<file path="src/rtl/key_step_conditioner.sv">
// Pushbutton conditioner: synchronizes and debounces an active-low key, then
// emits one-clock press/release pulses and a step pulse with hold-to-repeat.
module key_step_conditioner #(
    parameter int unsigned DEBOUNCE_CYCLES = 1_000_000,
    parameter int unsigned REPEAT_DELAY    = 25_000_000,
    parameter int unsigned REPEAT_RATE     = 10_000_000,
    parameter int unsigned DB_W            = 20,
    parameter int unsigned TMR_W           = 25
) (
    input  logic clock,
    input  logic reset,
    input  logic key_n,
    input  logic repeat_en,
    output logic level,
    output logic press_pulse,
    output logic release_pulse,
    output logic step,
    output logic repeating
);

    typedef enum logic [1:0] {
        IDLE   = 2'd0,
        HOLD   = 2'd1,
        REPEAT = 2'd2
    } state_t;

    localparam logic [DB_W-1:0]  DB_LAST    = DB_W'(DEBOUNCE_CYCLES - 1);
    localparam logic [TMR_W-1:0] DELAY_LAST = TMR_W'(REPEAT_DELAY - 1);
    localparam logic [TMR_W-1:0] RATE_LAST  = TMR_W'(REPEAT_RATE - 1);

    logic             sync1;
    logic             sync2;
    logic             raw;
    logic [DB_W-1:0]  db_cnt;
    logic             accept;
    logic             press_evt;
    logic             release_evt;
    logic             tick;
    state_t           state;
    state_t           state_nxt;
    logic [TMR_W-1:0] tmr;
    logic [TMR_W-1:0] tmr_nxt;

    assign raw         = ~sync2;
    assign accept      = (raw != level) && (db_cnt == DB_LAST);
    assign press_evt   = accept & raw;
    assign release_evt = accept & ~raw;
    assign repeating   = (state == REPEAT);

    // Synchronizer flops reset to the released level so a held key reads as a new press.
    always_ff @(posedge clock) begin
        if (reset) begin
            sync1 <= 1'b1;
            sync2 <= 1'b1;
        end else begin
            sync1 <= key_n;
            sync2 <= sync1;
        end
    end

    always_ff @(posedge clock) begin
        if (reset) begin
            level  <= 1'b0;
            db_cnt <= '0;
        end else if (raw != level) begin
            if (db_cnt == DB_LAST) begin
                level  <= raw;
                db_cnt <= '0;
            end else begin
                db_cnt <= db_cnt + DB_W'(1);
            end
        end else begin
            db_cnt <= '0;
        end
    end

    // Release is handled first so it suppresses a coincident repeat tick.
    always_comb begin
        state_nxt = state;
        tmr_nxt   = tmr;
        tick      = 1'b0;
        if (release_evt) begin
            state_nxt = IDLE;
            tmr_nxt   = '0;
        end else begin
            case (state)
                IDLE: begin
                    if (press_evt) begin
                        state_nxt = HOLD;
                        tmr_nxt   = '0;
                    end
                end
                HOLD: begin
                    if (repeat_en) begin
                        if (tmr == DELAY_LAST) begin
                            tick      = 1'b1;
                            state_nxt = REPEAT;
                            tmr_nxt   = '0;
                        end else begin
                            tmr_nxt = tmr + TMR_W'(1);
                        end
                    end
                end
                REPEAT: begin
                    if (!repeat_en) begin
                        state_nxt = HOLD;
                        tmr_nxt   = '0;
                    end else if (tmr == RATE_LAST) begin
                        tick    = 1'b1;
                        tmr_nxt = '0;
                    end else begin
                        tmr_nxt = tmr + TMR_W'(1);
                    end
                end
                default: begin
                    state_nxt = IDLE;
                    tmr_nxt   = '0;
                end
            endcase
        end
    end

    always_ff @(posedge clock) begin
        if (reset) begin
            state         <= IDLE;
            tmr           <= '0;
            press_pulse   <= 1'b0;
            release_pulse <= 1'b0;
            step          <= 1'b0;
        end else begin
            state         <= state_nxt;
            tmr           <= tmr_nxt;
            press_pulse   <= press_evt;
            release_pulse <= release_evt;
            step          <= press_evt | tick;
        end
    end

endmodule

</file>
<file path="config.mk">
export PLATFORM = sky130hd
export DESIGN_NAME = key_step_conditioner
export DESIGN_NICKNAME = d
export VERILOG_FILES = /design/src/rtl/key_step_conditioner.sv
export SDC_FILE = /design/constraint.sdc
export NUM_CORES = 1
export LEC_CHECK = 0
export BUFFER_PORTS_ARGS = -buffer_cell sky130_fd_sc_hd__buf_2
export CORE_MARGIN = 1
export CORE_UTILIZATION = 60
export CTS_CLUSTER_SIZE = 8
export DETAILED_ROUTE_END_ITERATION = 16
export MAX_ROUTING_LAYER = met4
export PLACE_DENSITY = 0.81
export SLEW_MARGIN = 25
export SYNTH_ARGS = -nofsm -noshare
export SYNTH_HDL_FRONTEND = slang
export SYNTH_SLANG_ARGS = --single-unit
export TNS_END_PERCENT = 10
</file>
<file path="constraint.sdc">
create_clock -name clock -period 2.5 [get_ports clock]
set_clock_uncertainty 0.15 [all_clocks]
set_input_delay 0.125 -clock clock [delete_from_list [all_inputs] [get_ports clock]]
set_output_delay 0.125 -clock clock [all_outputs]
set_load 0.005 [all_outputs]
</file>
==> summary.md <==
| Metric | Value |
|---|---|
| Hold Crit Depth | 5 |
| Share of layout cells above drive strength 1 | 0.164 |
| Syn Inst Count | between 300 and 400 |
| Largest net degree at the start of global routing | 20 |
| Die height | 71.4 um |
| Worst-path fanout max | 14 |
| Status | complete, no violations |
| Post-DR vias/cell | 6.40 |
| Clk slew on worst S/H paths | between 0.1 and 0.15 ns |
| Crit path cell chain | or4_1 > nor2_4 > a31oi_2 > buf_4 > or4b_1 > a31oi_1 |
| Minimum clock period after layout | around 2.4 ns |
| RePlAce Congestion | roughly 0.92 |
| Port Buffers | 8 |
| Skew-Pair Late Insertion Delay | 0.31 ns |
| Number of setup violations in the final report | 0 |
| Area of the mapped netlist | around 2900 um^2 |
| Final setup TNS | 0 ns |
| Starting DRT DRC Count | approximately 160 |
| Top Ports | 9 |
| Tcrit/Tclk final | 0.956 |
| Slowest CP cell | or4_1 |
| RSZ-0062 raised after global routing | no |
| CTS tree | built |
| Distinct cells, synth | 60 |
| Post-synthesis register bit count | 53 |
| Remaining Overflow, GRT | 0 |
| Total GRT Usage | 0.299 |
| Main flop type after synthesis | dfxtp_1 |
| DRC Markers | 0 |
| Post-DP HPWL | between 4000 and 5000 um |
| Num CTS Buffers | 5 |
| R2R depth | 6 |
| Synthesized net count | 348 |
| First-pass GRT wire length | 11,900 um |
| Initial core utilization | 0.642 |
| Finished Core Util | 0.710 |
| Post-synth EDFFs | 0 |
| Maximum root-to-sink buffer count | 2 |
| WS Path Type | flip-flop to flip-flop |
| Area grow syn2layout | 10.5% |
| Vias | approximately 2,700 |
| Pleak | 1.08 nW |
| Clock net sink count | 53 |
| Arrival time worst endpoint | about 2.5 ns |
| Max-cap viol count | 0 |
| Antenna Cells | 0 |
| Synth Area per Inst | about 8.6 um^2 |
| Yosys warning count | 0 |
| Row cnt | 24 |
| Sequential cell area fraction in the yosys report | 0.367 |
| Fillers | roughly 360 |
| FMAX | around 420 MHz |
| Post-synth ARST share | 0 |
| H-tree depth | 2 |
| DRT Pass-1 Iters | 4 |
| Crit path capture type | flip-flop |
| WP data required | about 2.6 ns |
| Count of nets after finishing | around 370 |
| Final WL | 6830 um |
| Root buf cell | clkbuf_8 |
| Initial antenna violation count | 0 |
| Die area | 5100 um^2 |
| Final slew viol count | 0 |
| Max VDD drop | roughly 0.28 mV |
| Antenna-violating nets left | 0 |
| P per Cell Area | about 450 nW/um^2 |
| Slew headroom | 0.724 |
| Vias in the first global route | roughly 2,600 |
| Tightest Pin Transition | 0.403 ns |
| Core area | about 4500 um^2 |
| Chip Width | roughly 71 um |
| Slowest stage delay, CP | roughly 0.58 ns |
| Drt wl/cell | 16.4 um |
| Min-Delay Path Class | input port to flip-flop |
| Final Hold Fails | 0 |
| CP startpoint kind | flip-flop |
## registers in the layout, summed over array words and instances (netlist names)
register and cells:
step 1, tmr 25, sync2 1, sync1 1, db_cnt 20, level 1
press_pulse 1, state 2, release_pulse 1
## area by class of cell
class | instances | area (um^2) | share of cell area
clock inverter | 3 | 25.0 | 0.00783
timing repair buffer | 34 | 240 | 0.0751
clock buffer | 5 | 68.8 | 0.0215
multi-input combinational | 262 | 1710 | 0.534
inverter | 8 | 30.0 | 0.00939
sequential | 53 | 1060 | 0.332
tap | 52 | 65.1 | 0.0204
## where the power goes
part	internal [W]	total (W)	leakage, nW	switching, W
clock network	0.000203	0.000506	0.0447	0.000303
logic	0.0000330	0.0000820	0.609	0.0000490
registers	0.000848	0.000852	0.427	0.00000400
total	0.00108	0.00144	1.08	0.000356
## synth_stat cells, drive strengths merged (4+ instances only)
master  number  area share
nor3         5      0.0086
and3        10       0.022
nand3       36       0.062
nor4         5       0.018
nand2       42       0.054
xnor2        7       0.021
ha           6       0.026
a31oi        5       0.013
a22oi        6       0.016
nand4        9       0.019
or2          4      0.0086
and2         6       0.013
buf         11       0.029
clkbuf       4      0.0052
inv          8       0.010
dfxtp       53        0.37
a21oi        9       0.019
nor2        37       0.054
or3          4      0.0086
xor2        11       0.033
o311ai      11       0.036
o31ai        6       0.016
## layer usage
metal	global-route usage	part of all wire
met1	0.380	0.44
met2	0.489	0.48
met3	0.0408	0.057
met4	0.107	0.017
met5	-	0
## cell families after synthesis
kind of cell | synth area share
xor+xnor | 0.0545
buf+inv | 0.0445
fa+ha+maj | 0.0260
compound gates | 0.171
flops | 0.367
simple gates | 0.337
## final timing paths
check / startpoint / end / slack (ns)
worst min register to register: sync1 / sync2 / 0.28
worst min-delay path: repeat_en / step / 0.06
worst max register to register: db_cnt[11] / tmr[21] / 0.11
worst max-delay path: db_cnt[11] / tmr[21] / 0.11
## cell usage in the layout (no fill, tap or decap), types with 4 or more instances in the layout
cell and count:
ha_1 6, clkbuf_8 5, dfxtp_1 53, nor3_1 5, buf_2 8, buf_4 24
nand2_1 41, a21oi_1 8, or2_2 4, xor2_1 11, nor2_1 34, nand3_1 36
and2_1 5, or3_1 4, o31ai_1 6, o311ai_1 6, a22oi_1 6, a31oi_1 4
xnor2_1 7, o311ai_0 4, inv_1 8, nand4_1 9, and3_1 10
## critical path, delay by kind of cell, from the launching register on
kind	cells	cell delay, ns
DFF	1	0.35
AOI/OAI and AO/OA	2	0.30
buffers and inverters	1	0.20
and+or+nand+nor	3	1.31
## what timing repair did
item,in CTS,in global routing
hold endpoints to repair,5,0
setup buffers,0,1
resized for setup,0,6
hold buffers,2,0
setup endpoints to repair,0,13
## metrics by stage
stage                     power (W)  cells  area (um^2)  hold WS (ns)  setup slack, ns
after floorplan            0.000923    338         2890        0.0788            0.301
after global placement     0.000947    406         3070         0.158            0.141
after detailed placement   0.000949    406         3070         0.159           0.0796
after CTS                   0.00144    416         3190        0.0524           0.0579
after global routing        0.00150    417         3200        0.0741           0.0117
final                       0.00144    417         3200        0.0592            0.110
No activity file was read; power rests on OpenSTA's default activity.
